$ cat config.mk
export PLATFORM = sky130hd
export DESIGN_NAME = pid_iir
export DESIGN_NICKNAME = d
export VERILOG_FILES = /design/src/rtl/pid_iir.sv
export SDC_FILE = /design/constraint.sdc
export NUM_CORES = 1
export LEC_CHECK = 0
export CORE_UTILIZATION = 58
export DETAILED_ROUTE_END_ITERATION = 12
export DONT_BUFFER_PORTS = 1
export PLACE_DENSITY = 0.76
export SYNTH_ARGS = -nofsm -noshare
export SYNTH_HDL_FRONTEND = slang
export SYNTH_SLANG_ARGS = --single-unit
$ cat constraint.sdc
create_clock -name clk -period 6.2 [get_ports clk]
set_input_delay 1.55 -clock clk [delete_from_list [all_inputs] [get_ports clk]]
set_output_delay 1.55 -clock clk [all_outputs]
set_load 0.02 [all_outputs]
$ cat src/rtl/pid_iir.sv
// pid_iir: multi-channel PID/IIR controller that sequences its arithmetic through an external keyed ALU
`ifndef KEY_SIZE
`define KEY_SIZE 4
`endif
`ifndef OPCODE_SIZE
`define OPCODE_SIZE 2
`endif
`ifndef ADD
`define ADD 2'd1
`endif
`ifndef SUB
`define SUB 2'd2
`endif
`ifndef MUL
`define MUL 2'd3
`endif
module pid_iir #(
  parameter int NBITS = 16,
  parameter int ORDER = 3,
  parameter int NCH = 2,
  parameter int BASE_KEY = 1,
  parameter int OUT_MIN = -(2 ** (NBITS - 1)),
  parameter int OUT_MAX = 2 ** (NBITS - 1) - 1,
  localparam int NC = NCH * (2 * ORDER + 1),
  localparam int AW = $clog2(NC)
) (
  input  logic                    clk,
  input  logic                    rst,
  input  logic                    clr,
  input  logic                    en,
  input  logic [NCH*NBITS-1:0]    sp_i,
  input  logic [NCH*NBITS-1:0]    pv_i,
  output logic [NCH*NBITS-1:0]    co_o,
  output logic [NCH-1:0]          sat_o,
  output logic                    busy_o,
  output logic                    done_o,
  input  logic                    coef_we,
  input  logic [AW-1:0]           coef_addr,
  input  logic [NBITS-1:0]        coef_data,
  output logic [`KEY_SIZE-1:0]    alu_key_o,
  output logic [`OPCODE_SIZE-1:0] alu_op_o,
  output logic [NBITS-1:0]        alu_A_o,
  output logic [NBITS-1:0]        alu_B_o,
  input  logic [`KEY_SIZE-1:0]    alu_key_i,
  input  logic [NBITS-1:0]        alu_O_i
);
  typedef enum logic [2:0] {IDLE, ERR, MUL, ACC, SAT, DONE} state_t;
  localparam logic [`KEY_SIZE-1:0] K0 = `KEY_SIZE'(BASE_KEY);
  localparam logic [`KEY_SIZE-1:0] K1 = `KEY_SIZE'(BASE_KEY + 1);
  localparam logic signed [NBITS-1:0] OMAX = NBITS'(OUT_MAX);
  localparam logic signed [NBITS-1:0] OMIN = NBITS'(OUT_MIN);
  state_t state_q, state_d;
  logic [3:0] ch_q, ch_d, t_q, t_d;
  logic [NBITS-1:0] acc_q, acc_d, prod_q, prod_d;
  logic [NBITS-1:0] coef_q [NC];
  logic [NBITS-1:0] coef_d [NC];
  logic [NBITS-1:0] eh_q [NCH][ORDER+1];
  logic [NBITS-1:0] eh_d [NCH][ORDER+1];
  logic [NBITS-1:0] uh_q [NCH][ORDER];
  logic [NBITS-1:0] uh_d [NCH][ORDER];
  logic [NBITS-1:0] co_q [NCH];
  logic [NBITS-1:0] co_d [NCH];
  logic [NCH-1:0] sat_q, sat_d;
  logic busy_q, busy_d, done_q, done_d;
  logic [`KEY_SIZE-1:0] key_q, key_d;
  logic [`OPCODE_SIZE-1:0] op_q, op_d;
  logic [NBITS-1:0] a_q, a_d, b_q, b_d;
  logic ok, beta;
  logic [NBITS-1:0] sv, cv, hv;
  int ci, hi;
  assign ok = (key_q != '0) && (alu_key_i == key_q);
  assign sv = ($signed(acc_q) > OMAX) ? OMAX : ($signed(acc_q) < OMIN) ? OMIN : acc_q;
  assign sat_o = sat_q;
  assign busy_o = busy_q;
  assign done_o = done_q;
  assign alu_key_o = key_q;
  assign alu_op_o = op_q;
  assign alu_A_o = a_q;
  assign alu_B_o = b_q;
  genvar g;
  for (g = 0; g < NCH; g++) begin : g_co
    assign co_o[g*NBITS +: NBITS] = co_q[g];
  end
  // Sequencer: term t walks beta_1..beta_ORDER then alpha_ORDER..alpha_0; a new ALU request is latched on every state change
  always_comb begin
    state_d = state_q;
    ch_d = ch_q;
    t_d = t_q;
    acc_d = acc_q;
    prod_d = prod_q;
    coef_d = coef_q;
    eh_d = eh_q;
    uh_d = uh_q;
    co_d = co_q;
    sat_d = sat_q;
    key_d = key_q;
    op_d = op_q;
    a_d = a_q;
    b_d = b_q;
    if (coef_we && !busy_q && !clr)
      for (int k = 0; k < NC; k++) if (k == int'(coef_addr)) coef_d[k] = coef_data;
    case (state_q)
      IDLE: if (en) begin
        state_d = ERR;
        ch_d = '0;
      end
      ERR: if (ok) begin
        for (int c = 0; c < NCH; c++) if (c == int'(ch_q)) begin
          for (int k = ORDER; k > 0; k--) eh_d[c][k] = eh_q[c][k-1];
          eh_d[c][0] = alu_O_i;
        end
        acc_d = '0;
        t_d = '0;
        state_d = MUL;
      end
      MUL: if (ok) begin
        prod_d = alu_O_i;
        state_d = ACC;
      end
      ACC: if (ok) begin
        acc_d = alu_O_i;
        t_d = t_q + 4'd1;
        state_d = (int'(t_q) == 2 * ORDER) ? SAT : MUL;
      end
      SAT: begin
        for (int c = 0; c < NCH; c++) if (c == int'(ch_q)) begin
          for (int k = ORDER - 1; k > 0; k--) uh_d[c][k] = uh_q[c][k-1];
          uh_d[c][0] = sv;
          co_d[c] = sv;
          sat_d[c] = sv != acc_q;
        end
        state_d = (int'(ch_q) == NCH - 1) ? DONE : ERR;
        ch_d = (int'(ch_q) == NCH - 1) ? ch_q : ch_q + 4'd1;
      end
      DONE: state_d = IDLE;
      default: state_d = IDLE;
    endcase
    beta = int'(t_d) < ORDER;
    hi = beta ? int'(t_d) : 2 * ORDER - int'(t_d);
    ci = int'(ch_d) * (2 * ORDER + 1) + (beta ? ORDER + 1 + hi : hi);
    cv = '0;
    hv = '0;
    for (int k = 0; k < NC; k++) if (k == ci) cv = coef_q[k];
    for (int c = 0; c < NCH; c++) if (c == int'(ch_d)) begin
      for (int k = 0; k < ORDER; k++) if (beta && k == hi) hv = uh_d[c][k];
      for (int k = 0; k <= ORDER; k++) if (!beta && k == hi) hv = eh_d[c][k];
    end
    if (state_d != state_q) begin
      key_d = (state_d == ERR) ? K0 : (state_d == MUL || state_d == ACC) ? ((key_q == K0) ? K1 : K0) : '0;
      op_d = (state_d == ERR) ? `SUB : (state_d == MUL) ? `MUL : (state_d == ACC) ? (beta ? `SUB : `ADD) : '0;
      a_d = (state_d == ERR) ? sp_i[int'(ch_d)*NBITS +: NBITS] : (state_d == MUL) ? cv : (state_d == ACC) ? acc_d : '0;
      b_d = (state_d == ERR) ? pv_i[int'(ch_d)*NBITS +: NBITS] : (state_d == MUL) ? hv : (state_d == ACC) ? prod_d : '0;
    end
    if (clr) begin
      state_d = IDLE;
      ch_d = '0;
      t_d = '0;
      acc_d = '0;
      prod_d = '0;
      for (int c = 0; c < NCH; c++) begin
        for (int k = 0; k <= ORDER; k++) eh_d[c][k] = '0;
        for (int k = 0; k < ORDER; k++) uh_d[c][k] = '0;
        co_d[c] = '0;
      end
      sat_d = '0;
      key_d = '0;
      op_d = '0;
      a_d = '0;
      b_d = '0;
    end
    busy_d = state_d inside {ERR, MUL, ACC, SAT};
    done_d = state_d == DONE;
  end
  // State register with asynchronous clear of all state, outputs and coefficients
  always_ff @(posedge clk or negedge rst) begin
    if (!rst) begin
      state_q <= IDLE;
      ch_q <= '0;
      t_q <= '0;
      acc_q <= '0;
      prod_q <= '0;
      for (int k = 0; k < NC; k++) coef_q[k] <= '0;
      for (int c = 0; c < NCH; c++) begin
        for (int k = 0; k <= ORDER; k++) eh_q[c][k] <= '0;
        for (int k = 0; k < ORDER; k++) uh_q[c][k] <= '0;
        co_q[c] <= '0;
      end
      sat_q <= '0;
      busy_q <= 1'b0;
      done_q <= 1'b0;
      key_q <= '0;
      op_q <= '0;
      a_q <= '0;
      b_q <= '0;
    end else begin
      state_q <= state_d;
      ch_q <= ch_d;
      t_q <= t_d;
      acc_q <= acc_d;
      prod_q <= prod_d;
      coef_q <= coef_d;
      eh_q <= eh_d;
      uh_q <= uh_d;
      co_q <= co_d;
      sat_q <= sat_d;
      busy_q <= busy_d;
      done_q <= done_d;
      key_q <= key_d;
      op_q <= op_d;
      a_q <= a_d;
      b_q <= b_d;
    end
  end
endmodule

==> tab_implementation.tex <==
\begin{tabular}{lr}
\hline
Metric & Value \\
\hline
\multicolumn{2}{l}{\textbf{Outcome}} \\
Outcome & finished, violations left \\
Violations in the final reports & max-slew violations \\
\multicolumn{2}{l}{\textbf{Worst setup path}} \\
Cell at the slowest stage of the critical path & sky130\_fd\_sc\_hd\_\_or3\_4 \\
Worst Setup Start Kind & primary input \\
Required time of the critical path & 6.76 ns \\
Largest fanout of any net on the critical path & 10 \\
Data arrival time of the worst path & approximately 6.6 ns \\
End of the worst register-to-register path & alu\_A\_o[8] \\
Register-to-register setup slack & about 0.32 ns \\
Most common cell type on the critical path & sky130\_fd\_sc\_hd\_\_ha\_4 \\
Launch instance of the worst register-to-register path & ch\_q[1] \\
Sort of element at the end of the critical path & register \\
Number of cells on the worst reg-to-reg path & 24 \\
Category of the critical setup timing path & in2reg \\
Slowest cell delay on critical path & around 0.38 ns \\
\multicolumn{2}{l}{\textbf{Hold path}} \\
Class of the most critical hold timing path & reg2reg \\
Hold Path Origin & coef\_q[194] \\
Number of cells on the worst hold path & 1 \\
Worst min-delay path endpoint & coef\_q[194] \\
\multicolumn{2}{l}{\textbf{Place}} \\
Cell total after placement & 3600 \\
Pre-CTS setup slack & -0.675 ns \\
Count of buffers from port buffering & 0 \\
DP HPWL & 68000 um \\
Last weighted congestion value of the routability-driven placer & 1.02 \\
Placed Instance Area & 30900 um\^{}2 \\
\multicolumn{2}{l}{\textbf{Cells and area}} \\
Layout cells sized above 1 & 0.207 \\
Post-layout instance area & 33000 um\^{}2 \\
Final core area utilization & 0.671 \\
Layout Cells excl Fill & between 3000 and 4000 \\
Fin nets & 3150 \\
Area growth, synth to finish & 13.7\% \\
\multicolumn{2}{l}{\textbf{Timing}} \\
Worst slew margin relative to its limit & -0.614 \\
Peak Freq & roughly 170 MHz \\
Worst hold slack after final layout & about 0.5 ns \\
Slew at the pin closest to its max-slew limit & 2.42 ns \\
Unrepaired setup endpoints after global routing & true \\
Count of final hold-check violations & 0 \\
Time the worst path needs with I/O delays and setup & roughly 6.1 ns \\
Layout Skew & roughly 0.019 ns \\
Final worst slack & around 0.14 ns \\
Setup TNS & 0 ns \\
Total setup violations reported at the end of the flow & 0 \\
Fin. max-slew vios & 330 \\
Final period utilization & 0.977 \\
\multicolumn{2}{l}{\textbf{Global routing}} \\
Maximum number of pins on one net before global-route repair & about 560 \\
Initial antenna violation count & 4 \\
Number of global-route vias before repair & between 20000 and 25000 \\
GRT Overall Usage & 0.388 \\
Global-route wire length before repair & 148000 um \\
Congestion Overflow GR & 0 \\
\multicolumn{2}{l}{\textbf{Power}} \\
Worst vdd ir & between 0.2 and 0.3 mV \\
Power after layout & 8.13 mW \\
Leak & 15.7 nW \\
Power per unit of standard cell area & roughly 250 nW/um\^{}2 \\
\multicolumn{2}{l}{\textbf{Detailed routing}} \\
Via-per-instance ratio & $\sim$6.7 \\
DRC marker count from the first detailed-route iteration & around 3000 \\
Metal-1 WL & around 38000 um \\
Wire length on met3 & 9420 um \\
Number of antenna-violating nets in the routed design & 0 \\
Met2 wire length & 45800 um \\
Routed wire length & between 90000 and 100000 um \\
Routed len/inst & about 27 um \\
DRC violations left & 0 \\
Highest metal layer used by the detailed router & met5 \\
Detailed-router iteration count before antenna repair & 7 \\
Count of vias placed by the detailed router & approximately 25000 \\
\multicolumn{2}{l}{\textbf{Floorplan}} \\
DIE WIDTH & roughly 230 um \\
Count of standard-cell rows & 81 \\
Initial cell density of the core & 0.591 \\
Die Footprint & a little over 50000 um\^{}2 \\
Top Ports & 183 \\
Chip Height & between 200 and 250 um \\
Area inside the core boundary & 49200 um\^{}2 \\
\multicolumn{2}{l}{\textbf{Clocking}} \\
Clock sink count & approximately 560 \\
TritonCTS Buffers & 57 \\
TritonCTS clock tree & built \\
Max Buffers Root-to-Sink & 3 \\
Hold bufs inserted after CTS & 0 \\
Master cell of the clock root buffer & sky130\_fd\_sc\_hd\_\_clkbuf\_16 \\
Total number of H-tree levels & 2 \\
Clock transition at the registers of the reported paths & around 0.070 ns \\
Worst skew pair latency & around 0.63 ns \\
\multicolumn{2}{l}{\textbf{Yosys}} \\
Yosys Warn Count & 0 \\
Post-synthesis sequential element count & about 560 \\
Mean instance size in the synthesized netlist & 9.86 um\^{}2 \\
Count of flip-flops with a built-in enable after synthesis & 0 \\
Primary FF master, synth & sky130\_fd\_sc\_hd\_\_dfrtp\_1 \\
Syn Std Cell Area & between 20000 and 30000 um\^{}2 \\
Share of the synthesized area in the top cell type & 0.485 \\
Post-Synthesis Cells & between 2000 and 3000 \\
Share of synthesized registers carrying an async set or reset & 1.00 \\
Dominant cells by area after synthesis & sky130\_fd\_sc\_hd\_\_dfrtp\_1 (49\%), sky130\_fd\_sc\_hd\_\_mux2\_2 (8.9\%), sky130\_fd\_sc\_hd\_\_mux2i\_1 (6.2\%) \\
Dominant cell type by area after synthesis & sky130\_fd\_sc\_hd\_\_dfrtp\_1 \\
Sequential cell area fraction in the yosys report & 0.485 \\
Number of unique standard cell types used by synthesis & 89 \\
\multicolumn{2}{l}{\textbf{Job}} \\
Number of max-cap violations & 0 \\
\hline
\end{tabular}
## critical path: cells and delay by family
family | cells | cell delay [ns]
and+or+nand+nor | 13 | 2.05
AOI/OAI and AO/OA | 9 | 1.33
adders and majority gates | 5 | 1.20
buffers and inverters | 5 | 0.46
## layer usage
metal  GRT usage  up-vias
li1            -    10700
met1       0.501    12300
met2       0.618     1437
met3      0.0821      345
met4       0.199        4
met5           0        -
## placed cells by master, fill, tap and decap left out, drive strengths merged, types with 18 or more instances in the layout
| cell type | instances |
|---|---|
| a21o | 26 |
| a21oi | 295 |
| a221oi | 18 |
| and3 | 23 |
| buf | 218 |
| clkbuf | 82 |
| dfrtp | 563 |
| ha | 31 |
| inv | 43 |
| mux2 | 230 |
| mux2i | 179 |
| nand2 | 410 |
| nand3 | 35 |
| nor2 | 284 |
| nor3 | 58 |
| o211ai | 18 |
| o21ai | 118 |
| o21bai | 33 |
| o221ai | 38 |
| o22ai | 20 |
## where the power goes
part	switching [mW]	leakage, nW	total [mW]	internal (mW)
Combinational	0.242	7.17	0.530	0.288
Clock	1.51	0.878	3.46	1.95
Sequential	0.197	7.64	4.14	3.94
Total	1.95	15.7	8.13	6.18
## worst max path at each step
stage,start,to,cells past startpoint
floorplan,alu_key_i[2],alu_A_o[1],32
global placement,alu_key_i[2],alu_A_o[10],30
detailed placement,alu_key_i[2],alu_A_o[6],31
CTS,alu_key_i[2],alu_A_o[6],31
global route,alu_key_i[2],alu_A_o[2],32
finish,alu_key_i[2],alu_A_o[7],32
## cell families (layout without fill, tap and decap cells)
| kind of cell | Yosys count | in the layout | share of synthesized area |
|---|---|---|---|
| AND/OR/NAND/NOR | 912 | 912 | 0.136 |
| AO/OA/AOI/OAI | 750 | 750 | 0.168 |
| flip-flops | 563 | 563 | 0.485 |
| multiplexers | 416 | 416 | 0.156 |
| buffers and inverters | 260 | 363 | 0.0348 |
| adder cells (fa/ha/maj) | 36 | 36 | 0.0168 |
| XOR/XNOR | 7 | 7 | 0.00211 |
| other | 1 | 4 | 0.000129 |
## timing repair
| item | 4_1_cts | 5_1_grt |
|---|---|---|
| pin swaps | 0 | 25 |
| resized for setup | 2 | 37 |
| setup buffers | 0 | 10 |
| setup endpoints to repair | 2 | 16 |
## Yosys cell counts, types with 18 or more instances
master / n
sky130_fd_sc_hd__a21o_1: 26
sky130_fd_sc_hd__a221oi_1: 18
sky130_fd_sc_hd__mux2i_1: 179
sky130_fd_sc_hd__nor3_1: 56
sky130_fd_sc_hd__mux2_2: 230
sky130_fd_sc_hd__nor2_1: 284
sky130_fd_sc_hd__o221ai_1: 38
sky130_fd_sc_hd__o21bai_1: 33
sky130_fd_sc_hd__o21ai_0: 109
sky130_fd_sc_hd__o22ai_1: 20
sky130_fd_sc_hd__buf_1: 27
sky130_fd_sc_hd__clkbuf_1: 180
sky130_fd_sc_hd__nand2_1: 410
sky130_fd_sc_hd__ha_1: 31
sky130_fd_sc_hd__nand3_1: 35
sky130_fd_sc_hd__inv_1: 40
sky130_fd_sc_hd__dfrtp_1: 563
sky130_fd_sc_hd__a21oi_1: 295
sky130_fd_sc_hd__and3_1: 23
## sequential cells by signal, summed over array words and instances (netlist names)
signal / cells
alu_key_o: 2
t_q: 4
co_o: 32
acc_q: 16
sat_o: 2
uh_q: 96
alu_A_o: 16
coef_q: 224
state_q: 3
alu_op_o: 2
alu_B_o: 16
done_o: 1
eh_q: 128
ch_q: 4
busy_o: 1
prod_q: 16
## area by class of cell
| class | instances | area, um^2 |
|---|---|---|
| clock buffer | 82 | 1630 |
| antenna | 2 | 5.00 |
| multi-input combinational | 2123 | 14300 |
| tap | 664 | 831 |
| fill | 3817 | 16200 |
| sequential | 563 | 14100 |
| timing repair buffer | 218 | 1750 |
| clock inverter | 21 | 214 |
| inverter | 42 | 163 |
Note: power is estimated with default switching activity, not from simulation.
